==> src/rtl/striping_tx.sv <==
// -----------------------------------------------------------------------------
// striping_tx
//   Transmit side of the 4-lane link. Bytes arriving over a valid/ready
//   handshake are collected into a 4-slot stripe buffer; slot k always goes out
//   on lane k. Once all four slots are full, the group is loaded into the lane
//   shift registers at the next frame boundary and sent MSB-first, one bit per
//   clock, in 8-cycle symbol frames. Lanes carry the IDLE_SYM comma whenever no
//   complete group is ready. A flush pads an incomplete group with PAD_SYM so
//   it can go out.
//
// Ports
//   clk          rising-edge clock
//   reset        asynchronous, active-low reset
//   enb          global enable; low freezes every register
//   in_data      byte offered by the upstream source
//   in_valid     in_data is valid
//   in_ready     a byte can be accepted on this edge
//   flush        pad and close an incomplete stripe group
//   L0..L3       serial lane bits (MSB of each lane shift register)
//   frame_start  bit 7 of a symbol is on the lanes
//   data_frame   the current symbol is data rather than idle
//   busy         stripe buffer non-empty or a data frame in flight
// -----------------------------------------------------------------------------
module striping_tx #(
    parameter logic [7:0] IDLE_SYM = 8'hBC,
    parameter logic [7:0] PAD_SYM  = 8'hF7
) (
    input  logic       clk,
    input  logic       reset,
    input  logic       enb,
    input  logic [7:0] in_data,
    input  logic       in_valid,
    output logic       in_ready,
    input  logic       flush,
    output logic       L0,
    output logic       L1,
    output logic       L2,
    output logic       L3,
    output logic       frame_start,
    output logic       data_frame,
    output logic       busy
);

    localparam int NUM_LANES = 4;

    logic [7:0] slot_q [NUM_LANES];
    logic [7:0] slot_d [NUM_LANES];
    logic [7:0] lane_q [NUM_LANES];
    logic [7:0] lane_d [NUM_LANES];
    logic [2:0] fill_q, fill_d;
    logic [2:0] bit_cnt_q, bit_cnt_d;
    logic       data_frame_q, data_frame_d;

    logic frame_edge;
    logic accept;

    assign frame_edge = (bit_cnt_q == 3'd7);

    // A full buffer may still take a byte on the frame edge, because that same
    // edge moves the group into the lanes and frees slot 0.
    assign in_ready = enb & reset & ((fill_q < 3'd4) | frame_edge);
    assign accept   = in_valid & in_ready;

    always_comb begin
        // NOTE: every comb output gets a default first so no path leaves a
        // variable unassigned; that is what keeps latches from being inferred.
        slot_d       = slot_q;
        lane_d       = lane_q;
        fill_d       = fill_q;
        bit_cnt_d    = bit_cnt_q;
        data_frame_d = data_frame_q;

        if (enb) begin
            if (frame_edge) begin
                bit_cnt_d = 3'd0;
                // The load decision uses the pre-edge fill: a group completed
                // on this edge waits for the next frame (no bypass).
                if (fill_q == 3'd4) begin
                    for (int k = 0; k < NUM_LANES; k++) begin
                        lane_d[k] = slot_q[k];
                    end
                    data_frame_d = 1'b1;
                    fill_d       = 3'd0;
                end else begin
                    for (int k = 0; k < NUM_LANES; k++) begin
                        lane_d[k] = IDLE_SYM;
                    end
                    data_frame_d = 1'b0;
                end
            end else begin
                bit_cnt_d = bit_cnt_q + 3'd1;
                for (int k = 0; k < NUM_LANES; k++) begin
                    lane_d[k] = {lane_q[k][6:0], 1'b0};
                end
            end

            // Accept and flush act on the buffer as left by the frame logic
            // above (emptied on a data load, otherwise unchanged).
            if (accept) begin
                slot_d[fill_d[1:0]] = in_data;
                fill_d              = fill_d + 3'd1;
            end

            if (flush && (fill_d != 3'd0) && (fill_d < 3'd4)) begin
                for (int k = 0; k < NUM_LANES; k++) begin
                    if (3'(k) >= fill_d) begin
                        slot_d[k] = PAD_SYM;
                    end
                end
                fill_d = 3'd4;
            end
        end
    end

    // NOTE: sequential state uses non-blocking assignments so every register
    // samples the pre-edge values; the comb block above uses blocking ones
    // because it computes a chain of intermediate values in order.
    always_ff @(posedge clk or negedge reset) begin
        if (!reset) begin
            for (int k = 0; k < NUM_LANES; k++) begin
                lane_q[k] <= IDLE_SYM;
            end
            fill_q       <= 3'd0;
            bit_cnt_q    <= 3'd0;
            data_frame_q <= 1'b0;
        end else begin
            lane_q       <= lane_d;
            fill_q       <= fill_d;
            bit_cnt_q    <= bit_cnt_d;
            data_frame_q <= data_frame_d;
        end
    end

    // NOTE: the slot storage is deliberately not reset; fill_q alone says
    // which slots are meaningful, and every slot is rewritten before it is
    // ever loaded into a lane.
    always_ff @(posedge clk) begin
        slot_q <= slot_d;
    end

    assign L0          = lane_q[0][7];
    assign L1          = lane_q[1][7];
    assign L2          = lane_q[2][7];
    assign L3          = lane_q[3][7];
    assign frame_start = (bit_cnt_q == 3'd0);
    assign data_frame  = data_frame_q;
    assign busy        = (fill_q != 3'd0) | data_frame_q;

endmodule

==> config.mk <==
export PLATFORM = sky130hd
export DESIGN_NAME = striping_tx
export DESIGN_NICKNAME = d
export VERILOG_FILES = /design/src/rtl/striping_tx.sv
export SDC_FILE = /design/constraint.sdc
export NUM_CORES = 1
export LEC_CHECK = 0
export ABC_AREA = 1
export ABC_CLOCK_PERIOD_IN_PS = 3600
export CELL_PAD_IN_SITES_DETAIL_PLACEMENT = 1
export CELL_PAD_IN_SITES_GLOBAL_PLACEMENT = 1
export CORE_MARGIN = 2
export CORE_UTILIZATION = 53
export DETAILED_ROUTE_END_ITERATION = 12
export DONT_BUFFER_PORTS = 1
export MAX_ROUTING_LAYER = met4
export PLACE_DENSITY = 0.92
export SLEW_MARGIN = 20
export SYNTH_ARGS = -nofsm -noshare
export SYNTH_HDL_FRONTEND = slang
export SYNTH_SLANG_ARGS = --single-unit
export TNS_END_PERCENT = 20
==> constraint.sdc <==
create_clock -name clk -period 3.6 [get_ports clk]
set_input_delay 0.54 -clock clk [delete_from_list [all_inputs] [get_ports clk]]
set_output_delay 0.54 -clock clk [all_outputs]
set_load 0.02 [all_outputs]
==> summary.log, run 1 <==
qor: yosys.synthesis.area 3528 um2
qor: sta.maxClockFrequency 412.0 MHz
qor: layout.fin_cells 438
qor: floorplan.starting_utilization_of_the_core_area 55.25%
qor: layout.area_delta_synth_final 6.170%
qor: sta.shortest_clock_period_the_worst_path_allows_after_layout 2.427 ns
qor: cts.clockBufferDepth 2
qor: cts.cts-buffers-inserted 9
qor: yosys.seq_area_frac_synth 55.60%
qor: drt.wl_per_cell 21.13 um
qor: floorplan.std_cell_rows 29
qor: floorplan.floorplan.die.width 85.59 um
qor: cts.worstSkewPairLatency 0.35 ns
qor: cts.clock_pin_slew_of_the_registers_on_the_worst_case_setup_and_hold_paths 0.09 ns
qor: drt.route.detailed.vias_per_inst 6.119
qor: min_path.min-delay-path-class input pin to async pin
qor: global_routing.antenna_violations_before_repair 0
qor: yosys.ys_ff_latch 71
qor: critical_path.worstPathMaxFanout 25
qor: layout.drive_gt1_share 15.24%
qor: sta.report.final.setup_viol 0
qor: sta.setup-tns-final 0 ns
qor: drt.detail_route.drc_violations 0
qor: drt.ant_nets 0
qor: cts.postCtsSetupBuffers 0
qor: run.cap_viol_max_count 0
qor: placed_design.placed_wire_length_estimate 5665 um
qor: critical_path.crit_path_start_kind register
qor: pwr.netSwitchingPower 910.5 uW
qor: drt.dr_total_vias 2680
qor: yosys.synth_flop_cell sky130_fd_sc_hd__edfxtp_1
qor: floorplan.dieArea 7326 um2
qor: pwr.irDropWorstVdd 0.3644 mV
qor: critical_path.arr_time_crit_path 2.69 ns
qor: sta.unrepaired_setup_endpoints_after_global_routing no
qor: yosys.yosys.cell_types.count 35
qor: cts.cts.htree.levels 3
qor: critical_path.crit_slowest_cell sky130_fd_sc_hd__nand2_1
qor: drt.detail_route.first_pass.iterations 4
qor: cts.clock_tree_from_tritoncts yes
qor: yosys.syn_nets 384
qor: layout.nets 378
qor: critical_path.critical_path.endpoint_type register
qor: sta.final.period_utilization 67.42%
qor: sta.max_slew_margin 32.12%
qor: critical_path.cp_common_cell sky130_fd_sc_hd__ha_1
qor: critical_path.critPathMaxStageDelay 0.64 ns
qor: pwr.leakage 0.001581 uW
qor: yosys.synthArstFlopShare 54.93%
qor: pwr.powerDensity 687.7 nW/um2
qor: sta.slew_viol_final 0
qor: sta.skew 0.01187 ns
qor: pwr.power.clock.fraction 25.8%
qor: critical_path.worst-endpoint-required 3.86 ns
qor: floorplan.chipHeight 85.59 um
qor: status.status complete, no violations
qor: global_routing.grt_use_total 28.34%
qor: layout.most-common-layout-cells sky130_fd_sc_hd__nand2_1 (68), sky130_fd_sc_hd__inv_1 (47), sky130_fd_sc_hd__edfxtp_1 (32), sky130_fd_sc_hd__o22ai_1 (24), sky130_fd_sc_hd__o21ai_0 (21)
qor: pwr.power.share.combinational 25.9%
qor: placed_design.placed_cells 420
qor: yosys.post_synth_edffs 32
qor: cts.clk_root_buffer_cell sky130_fd_sc_hd__clkbuf_8
qor: drt.first_iter_violations 206
qor: yosys.post-synth-top-area-fraction 27.23%
qor: placed_design.place.gp.congestion 0.8492
qor: global_routing.grt_max_degree 90
qor: cts.cts.sinks 71
qor: yosys.synth-warning-count 0
qor: placed_design.port_buffers 0
qor: pwr.intPower 1665 uW
qor: layout.mostFrequentLayoutCell sky130_fd_sc_hd__nand2_1
qor: critical_path.crit_path_cells ha_1, ha_1, inv_1, nand2_1, o22ai_1, a31oi_1
qor: layout.num-fill-cells 710
qor: floorplan.design.core.area 6386 um2
qor: yosys.synthDominantAreaCellType sky130_fd_sc_hd__edfxtp_1
qor: yosys.synth_cells 362
qor: global_routing.grt_pass1_wl 15240 um
qor: floorplan.top_level_ports 21
qor: sta.hold_violations 0
qor: sta.slew_worst_pin 1.015 ns
qor: yosys.top_area_cells_in_the_synthesized_netlist sky130_fd_sc_hd__edfxtp_1 (27%), sky130_fd_sc_hd__dfstp_2 (15%), sky130_fd_sc_hd__dfrtp_1 (13%), sky130_fd_sc_hd__nand2_1 (7.2%), sky130_fd_sc_hd__inv_1 (5.0%)
qor: pwr.seqPwrFrac 48.2%
qor: yosys.syn_area_per_cell 9.747 um2
qor: layout.insertedDiodeCount 0
qor: global_routing.first_global_vias 2855
qor: critical_path.worst-setup-path-type register to register
qor: drt.finalWirelength 9256 um
qor: global_routing.grt_overflow_total 0
qor: pwr.netSwitchingFraction 35.35%
-- worst max-delay path: cells and delay by family, from the launching register on --
| kind | cells | cell delay, ns |
|---|---|---|
| and+or+nand+nor | 1 | 0.64 |
| buffers and inverters | 1 | 0.28 |
| AOI/OAI and AO/OA | 2 | 0.51 |
| adders and majority gates | 2 | 0.47 |
| DFF | 1 | 0.42 |
-- power groups by stage --
stage | clock (uW) | combinational [uW] | sequential (uW)
floorplan | 0 | 549 | 1200
global placement | 0 | 604 | 1240
detailed placement | 0 | 642 | 1250
CTS | 668 | 669 | 1240
global route | 702 | 754 | 1260
finish | 666 | 668 | 1240
-- final cells by class --
type / count / area (um2) / share of cell area [%]
Sequential cell: 71 / 1962 / 52.37
Multi-Input combinational cell: 223 / 1274 / 34.00
Inverter: 49 / 183.9 / 4.910
Clock buffer: 12 / 177.7 / 4.743
Tap cell: 77 / 96.34 / 2.572
Clock inverter: 4 / 32.53 / 0.8684
Timing Repair Buffer: 2 / 20.02 / 0.5344
-- cell families (layout without fill, tap and decap cells) --
| logic type | count (synthesis) | in the layout | share of synthesized area (%) |
|---|---|---|---|
| fa+ha+maj | 9 | 9 | 3.192 |
| buf+inv | 68 | 67 | 8.297 |
| compound gates | 91 | 91 | 15.78 |
| flops | 71 | 71 | 55.60 |
| simple gates | 121 | 121 | 16.49 |
| mux | 2 | 2 | 0.6383 |
-- through the flow --
step	hold slack, ns	setup WS (ns)	utilization [%]	cell area (um2)	power [uW]
finish	0.02636	1.173	58.66	3746	2576
global route	0.004119	1.034	58.66	3746	2718
CTS	0.01676	1.149	58.50	3736	2581
detailed placement	0.2450	1.295	55.05	3516	1895
global placement	0.2451	1.399	55.05	3516	1842
floorplan	0.2444	1.653	-	3528	1753
-- what timing repair did --
item                      in CTS  in global routing
gates resized for setup        0                  0
hold endpoints to repair      19                  5
hold buffers                   1                  1
-- sequential cells by signal, indices dropped and copies added, names as in the netlist, 3 cells and up --
register,flops
slot_q,32
lane_q,28
bit_cnt_q,3
fill_q,3
-- synth_stat cells (9+ instances only) --
cell type and number:
sky130_fd_sc_hd__a21oi_1 10, sky130_fd_sc_hd__nor2_1 20, sky130_fd_sc_hd__nand3_1 11, sky130_fd_sc_hd__edfxtp_1 32
sky130_fd_sc_hd__dfrtp_1 19, sky130_fd_sc_hd__o21ai_0 21, sky130_fd_sc_hd__ha_1 9, sky130_fd_sc_hd__a31oi_1 18
sky130_fd_sc_hd__inv_1 47, sky130_fd_sc_hd__dfstp_2 20, sky130_fd_sc_hd__nand2_1 68, sky130_fd_sc_hd__o211ai_1 9
sky130_fd_sc_hd__o22ai_1 24
-- path summary, 6_finish.rpt --
| path | from | to | slack, ns | cells past startpoint |
|---|---|---|---|---|
| hold / removal | reset | lane_q[28] | 0.03 | 0 |
| max in group asynchronous | reset | fill_q[1] | 2.16 | 1 |
| setup / recovery | bit_cnt_q[0] | lane_q[21] | 1.17 | 6 |
| min in group clk | enb | lane_q[27] | 0.26 | 1 |
| setup reg to reg | bit_cnt_q[0] | lane_q[21] | 1.17 | 6 |
| hold reg to reg | lane_q[22] | lane_q[22] | 0.51 | 2 |
-- layer usage --
layer,routed length [um],GRT usage [%],part of all wire (%)
met1,3880,34.27,42
met2,4608,45.67,50
met3,488,7.315,5.3
met4,278,11.26,3.0
met5,0,-,0
No activity file was read; power rests on OpenSTA's default activity.
==> inputs of run 2 (changes only) <==
--- a/config.mk
+++ b/config.mk
@@ -6,15 +6,15 @@
 export NUM_CORES = 1
 export LEC_CHECK = 0
 export ABC_AREA = 1
-export ABC_CLOCK_PERIOD_IN_PS = 3600
+export ABC_CLOCK_PERIOD_IN_PS = 2250
 export CELL_PAD_IN_SITES_DETAIL_PLACEMENT = 1
 export CELL_PAD_IN_SITES_GLOBAL_PLACEMENT = 1
 export CORE_MARGIN = 2
-export CORE_UTILIZATION = 53
+export CORE_UTILIZATION = 49
 export DETAILED_ROUTE_END_ITERATION = 12
 export DONT_BUFFER_PORTS = 1
 export MAX_ROUTING_LAYER = met4
-export PLACE_DENSITY = 0.92
+export PLACE_DENSITY = 0.86
 export SLEW_MARGIN = 20
 export SYNTH_ARGS = -nofsm -noshare
 export SYNTH_HDL_FRONTEND = slang
==> constraint.sdc (replaced) <==
create_clock -name clk -period 2.25 [get_ports clk]
set_input_delay 0.3375 -clock clk [delete_from_list [all_inputs] [get_ports clk]]
set_output_delay 0.3375 -clock clk [all_outputs]
set_load 0.02 [all_outputs]
==> summary.log, run 2 (synthesis results as in run 1) <==
qor: status.status complete, no violations
qor: cts.cts.sinks 71
qor: cts.clock_pin_slew_of_the_registers_on_the_worst_case_setup_and_hold_paths 0.08 ns
qor: critical_path.worst_setup_startpoint bit_cnt_q[0]
qor: pwr.leakage 0.001638 uW
qor: sta.max_slew_margin 52.68%
qor: placed_design.place.gp.congestion 0.8556
qor: cts.clockBufferDepth 2
qor: sta.maxClockFrequency 475.1 MHz
qor: critical_path.worstPathMaxFanout 10
qor: drt.detail_route.drc_violations 0
qor: drt.dr_total_vias 2673
qor: floorplan.top_level_ports 21
qor: layout.mostFrequentLayoutCell sky130_fd_sc_hd__nand2_1
qor: pwr.p_total 4128 uW
qor: cts.cts.htree.levels 3
qor: critical_path.worst-setup-path-type register to register
qor: cts.cts-buffers-inserted 9
qor: critical_path.arr_time_crit_path 2.20 ns
qor: layout.num-fill-cells 785
qor: sta.setup-tns-final 0 ns
qor: cts.worstSkewPairLatency 0.35 ns
qor: critical_path.endpoint slot_q[30]
qor: sta.final.period_utilization 93.56%
qor: layout.drive_gt1_share 17.69%
qor: critical_path.critPathMaxStageDelay 0.40 ns
qor: layout.reg.largest.list slot_q (32), lane_q (28)
qor: cts.clk_root_buffer_cell sky130_fd_sc_hd__clkbuf_8
qor: floorplan.std_cell_rows 30
qor: sta.shortest_clock_period_the_worst_path_allows_after_layout 2.105 ns
qor: global_routing.grt_overflow_total 0
qor: drt.ant_nets 0
qor: critical_path.regToRegStartpoint bit_cnt_q[0]
qor: floorplan.design.core.area 6869 um2
qor: run.cap_viol_max_count 0
qor: sta.slew_viol_final 0
qor: global_routing.grt_max_degree 90
qor: drt.finalWirelength 9138 um
qor: critical_path.crit_path_start_kind register
qor: layout.insertedDiodeCount 0
qor: layout.area_delta_synth_final 9.362%
qor: layout.largest_register slot_q
qor: critical_path.worst-endpoint-required 2.35 ns
qor: floorplan.starting_utilization_of_the_core_area 51.37%
qor: sta.hold_violations 0
qor: critical_path.timing.rr.end slot_q[30]
qor: critical_path.worstRegToRegCells 8
qor: pwr.powerDensity 1070 nW/um2
qor: sta.skew 0.006030 ns
qor: global_routing.grt_pass1_wl 14540 um
qor: layout.largest_reg_flops 32
qor: sta.unrepaired_setup_endpoints_after_global_routing no
qor: layout.nets 390
qor: global_routing.global_route.usage.met3 3.731%
qor: critical_path.reg2reg_setup_slack 0.14 ns
qor: placed_design.port_buffers 0
qor: sta.slew_worst_pin 0.7090 ns
qor: drt.first_iter_violations 192
qor: floorplan.floorplan.die.width 88.86 um
qor: global_routing.use_met2 40.09%
qor: layout.most-common-layout-cells sky130_fd_sc_hd__nand2_1 (68), sky130_fd_sc_hd__inv_1 (47), sky130_fd_sc_hd__edfxtp_1 (32), sky130_fd_sc_hd__o22ai_1 (24), sky130_fd_sc_hd__o21ai_0 (21)
qor: critical_path.crit_slowest_cell sky130_fd_sc_hd__dfrtp_1
qor: global_routing.global_route.usage.met1 34.24%
qor: critical_path.critical_path.endpoint_type register
qor: min_path.min-delay-path-class input pin to register
qor: drt.route.detailed.vias_per_inst 5.699
qor: drt.detail_route.first_pass.iterations 4
qor: sta.report.final.setup_viol 0
qor: global_routing.first_global_vias 2690
qor: global_routing.grt_use_total 25.46%
qor: critical_path.crit_path_cells ha_1, ha_1, inv_1, nand2_2, nand3_4, buf_4, nor2_4, mux2_2
qor: floorplan.dieArea 7895 um2
qor: pwr.irDropWorstVdd 0.5923 mV
qor: global_routing.antenna_violations_before_repair 0
qor: drt.wl_per_cell 19.48 um
qor: critical_path.cp_common_cell sky130_fd_sc_hd__ha_1
qor: global_routing.grt.busiest_layer met2
qor: cts.clock_tree_from_tritoncts yes
qor: floorplan.chipHeight 88.86 um
qor: placed_design.placed_wire_length_estimate 5943 um
==> run 2: power breakdown <==
group / switching, uW / internal (uW) / leakage [uW] / total (uW)
registers: 238 / 1760 / 0.000766 / 2000
clock network: 486 / 543 / 0.0000936 / 1030
logic: 703 / 400 / 0.000779 / 1100
total: 1430 / 2700 / 0.00164 / 4130
==> run 2: worst min path at each step <==
stage                     start           end  slack, ns  depth (start not counted)
after floorplan           reset  bit_cnt_q[0]       0.04                          0
after global placement    reset  bit_cnt_q[2]       0.04                          0
after detailed placement  reset  bit_cnt_q[2]       0.04                          0
after CTS                   enb    lane_q[20]       0.05                          1
after global routing        enb    lane_q[28]       0.06                          1
final                       enb    lane_q[26]       0.06                          1
==> run 2: what timing repair did <==
item | 4_1_cts | 5_1_grt
hold buffers | 2 | 0
setup endpoints to repair | 0 | 22
buffers inserted | 0 | 3
hold endpoints to repair | 39 | 0
gates resized for setup | 0 | 1
==> run 2: final cells by class <==
class	count	area [um2]	share of cell area (%)
Clock buffer	13	148.9	3.859
Clock inverter	3	42.54	1.102
Inverter	49	183.9	4.767
Multi-Input combinational cell	223	1281	33.20
Sequential cell	71	1962	50.84
Tap cell	96	120.1	3.113
Timing Repair Buffer	14	120.1	3.113
==> run 2: layer usage <==
metal / wire (um) / share of wire [%] / vias up
li1: - / - / 1253
met1: 3965 / 43 / 1334
met2: 4565 / 50 / 77
met3: 498 / 5.4 / 9
met4: 109 / 1.2 / 0
met5: 0 / 0 / -
==> run 2: stage by stage <==
| stage | area (um2) | hold WS (ns) | setup slack, ns | util (%) | cells |
|---|---|---|---|---|---|
| after floorplan | 3528 | 0.04191 | 0.3030 | - | 362 |
| after global placement | 3607 | 0.04297 | 0.1460 | 52.51 | 448 |
| after detailed placement | 3607 | 0.04307 | 0.08740 | 52.51 | 448 |
| after CTS | 3829 | 0.04596 | 0.06358 | 55.74 | 466 |
| after global routing | 3859 | 0.05755 | 0.01538 | 56.17 | 469 |
| final | 3859 | 0.05884 | 0.1450 | 56.17 | 469 |
==> run 2: critical path: cells and delay by family, from the launching register on <==
family / cells / cell delay (ns)
adders and majority gates: 2 / 0.40
DFF: 1 / 0.40
buffers and inverters: 2 / 0.27
muxes: 1 / 0.36
and+or+nand+nor: 3 / 0.42
==> inputs of run 3 (changes only) <==
--- a/config.mk
+++ b/config.mk
@@ -7,13 +7,12 @@
 export LEC_CHECK = 0
 export ABC_AREA = 1
 export ABC_CLOCK_PERIOD_IN_PS = 2250
-export CELL_PAD_IN_SITES_DETAIL_PLACEMENT = 1
+export CELL_PAD_IN_SITES_DETAIL_PLACEMENT = 0
 export CELL_PAD_IN_SITES_GLOBAL_PLACEMENT = 1
 export CORE_MARGIN = 2
 export CORE_UTILIZATION = 49
 export DETAILED_ROUTE_END_ITERATION = 12
 export DONT_BUFFER_PORTS = 1
-export MAX_ROUTING_LAYER = met4
 export PLACE_DENSITY = 0.86
 export SLEW_MARGIN = 20
 export SYNTH_ARGS = -nofsm -noshare
==> summary.log, run 3 (synthesis results as in run 1) <==
qor: min_path.min-delay-path-class input pin to register
qor: pwr.powerDensity 1055 nW/um2
qor: layout.largest_reg_flops 32
qor: critical_path.timing.rr.end slot_q[14]
qor: critical_path.crit_path_start_kind register
qor: sta.slew_viol_final 0
qor: layout.reg.largest.list slot_q (32), lane_q (28)
qor: global_routing.antenna_violations_before_repair 0
qor: critical_path.dominant_delay_contributor_by_cell_family_on_the_critical_path simple AND/OR/NAND/NOR gates
qor: drt.ant_nets 0
qor: layout.most-common-layout-cells sky130_fd_sc_hd__nand2_1 (68), sky130_fd_sc_hd__inv_1 (47), sky130_fd_sc_hd__edfxtp_1 (32), sky130_fd_sc_hd__o22ai_1 (24), sky130_fd_sc_hd__o21ai_0 (21)
qor: critical_path.critPathMaxStageDelay 0.41 ns
qor: drt.detail_route.first_pass.iterations 4
qor: sta.max_slew_margin 56.69%
qor: drt.wl_per_cell 16.56 um
qor: sta.hold_violations 0
qor: critical_path.arr_time_crit_path 2.17 ns
qor: cts.worstSkewPairLatency 0.35 ns
qor: layout.drive_gt1_share 17.79%
qor: floorplan.design.core.area 6869 um2
qor: cts.cts.htree.levels 3
qor: cts.clock_pin_slew_of_the_registers_on_the_worst_case_setup_and_hold_paths 0.08 ns
qor: cts.clock_tree_from_tritoncts yes
qor: placed_design.post_place_worst_slack 0.1093 ns
qor: critical_path.crit_slowest_cell sky130_fd_sc_hd__dfrtp_1
qor: layout.area_delta_synth_final 9.043%
qor: cts.clockBufferDepth 2
qor: layout.largest_register slot_q
qor: run.cap_viol_max_count 0
qor: layout.nets 388
qor: placed_design.placed_wire_length_estimate 5108 um
qor: sta.skew 0.004207 ns
qor: critical_path.crit_path_cells ha_1, ha_1, inv_1, nand2_2, nand3_4, nand2_1, nand2_1, nand2_2, nand4_4, o21ai_2
qor: critical_path.regToRegStartpoint bit_cnt_q[0]
qor: pwr.leakage 0.001632 uW
qor: drt.first_iter_violations 240
qor: global_routing.grt_max_degree 90
qor: critical_path.timing.critical_path.buf_inv 1
qor: floorplan.chipHeight 88.86 um
qor: sta.maxClockFrequency 482.2 MHz
qor: floorplan.starting_utilization_of_the_core_area 51.37%
qor: min_path.hold_path_depth 1
qor: pwr.p_total 4060 uW
qor: sta.setup_slack 0.1761 ns
qor: cts.cts.sinks 71
qor: sta.shortest_clock_period_the_worst_path_allows_after_layout 2.074 ns
qor: critical_path.critical_path.endpoint_type register
qor: cts.cts-buffers-inserted 9
qor: cts.clk_root_buffer_cell sky130_fd_sc_hd__clkbuf_8
qor: floorplan.std_cell_rows 30
qor: global_routing.first_global_vias 2463
qor: critical_path.reg2reg_setup_slack 0.18 ns
qor: floorplan.top_level_ports 21
qor: sta.slew_worst_pin 0.6489 ns
qor: sta.unrepaired_setup_endpoints_after_global_routing yes
qor: floorplan.dieArea 7895 um2
qor: cts.postCtsSetupBuffers 0
qor: drt.dr_total_vias 2556
qor: min_path.hold_path.startpoint enb
qor: critical_path.worst-endpoint-required 2.35 ns
qor: critical_path.worst-setup-path-type register to register
qor: drt.finalWirelength 7732 um
qor: critical_path.worstPathMaxFanout 13
qor: global_routing.grt_use_total 21.86%
qor: sta.final.period_utilization 92.17%
qor: pwr.irDropWorstVdd 0.3774 mV
qor: global_routing.grt_pass1_wl 12700 um
qor: min_path.hold_critical_path_endpoint lane_q[29]
qor: layout.insertedDiodeCount 0
qor: sta.report.final.setup_viol 0
qor: critical_path.worstRegToRegCells 10
qor: status.status complete, no violations
qor: layout.mostFrequentLayoutCell sky130_fd_sc_hd__nand2_1
qor: floorplan.floorplan.die.width 88.86 um
qor: global_routing.grt_overflow_total 0
qor: drt.route.detailed.vias_per_inst 5.473
qor: placed_design.place.gp.congestion 0.8984
qor: drt.detail_route.drc_violations 0
qor: placed_design.port_buffers 0
## run 3: layer usage
metal | vias to the layer above | track usage, % | part of all wire [%]
met4 | 0 | 6.749 | 1.5
met1 | 1236 | 30.10 | 47
met5 | - | 0 | 0
met2 | 53 | 33.92 | 48
li1 | 1257 | - | -
met3 | 10 | 5.970 | 4.0
## run 3: where the power goes
group	internal [uW]	switching, uW
Sequential	1760	216
Combinational	402	662
Clock	514	510
## run 3: cell type report
type / instances / area, um2
Fill cell: 613 / 3022
Sequential cell: 71 / 1962
Multi-Input combinational cell: 223 / 1281
Inverter: 49 / 183.9
Clock buffer: 9 / 123.9
Tap cell: 96 / 120.1
Timing Repair Buffer: 12 / 105.1
Clock inverter: 7 / 71.32
## run 3: stage by stage
stage / setup TNS [ns] / util, % / instances / instance area (um2) / hold WS (ns)
5_1_grt: -0.02148 / 56.01 / 467 / 3847 / 0.04432
4_1_cts: 0 / 55.90 / 467 / 3840 / 0.04414
3_5_place_dp: 0 / 52.62 / 449 / 3615 / 0.04301
6_report: 0 / 56.01 / 467 / 3847 / 0.05962
2_1_floorplan: 0 / - / 362 / 3528 / 0.04191
3_3_place_gp: 0 / 52.62 / 449 / 3615 / 0.04294
## run 3: how the worst max path moves through the flow
stage | from | end | slack (ns) | depth (start not counted)
5_1_grt | bit_cnt_q[0] | slot_q[21] | -0.02 | 10
2_1_floorplan | bit_cnt_q[0] | slot_q[19] | 0.30 | 9
4_1_cts | bit_cnt_q[0] | slot_q[0] | 0.11 | 10
6_report | bit_cnt_q[0] | slot_q[14] | 0.18 | 10
3_3_place_gp | bit_cnt_q[0] | slot_q[11] | 0.17 | 12
3_5_place_dp | bit_cnt_q[0] | slot_q[0] | 0.11 | 10
## run 3: what timing repair did
| action | CTS | global route |
|---|---|---|
| endpoints found under the setup margin | 0 | 10 |
| resized for setup | 0 | 1 |
| endpoints found under the hold margin | 39 | 0 |
| hold buffers | 2 | 0 |
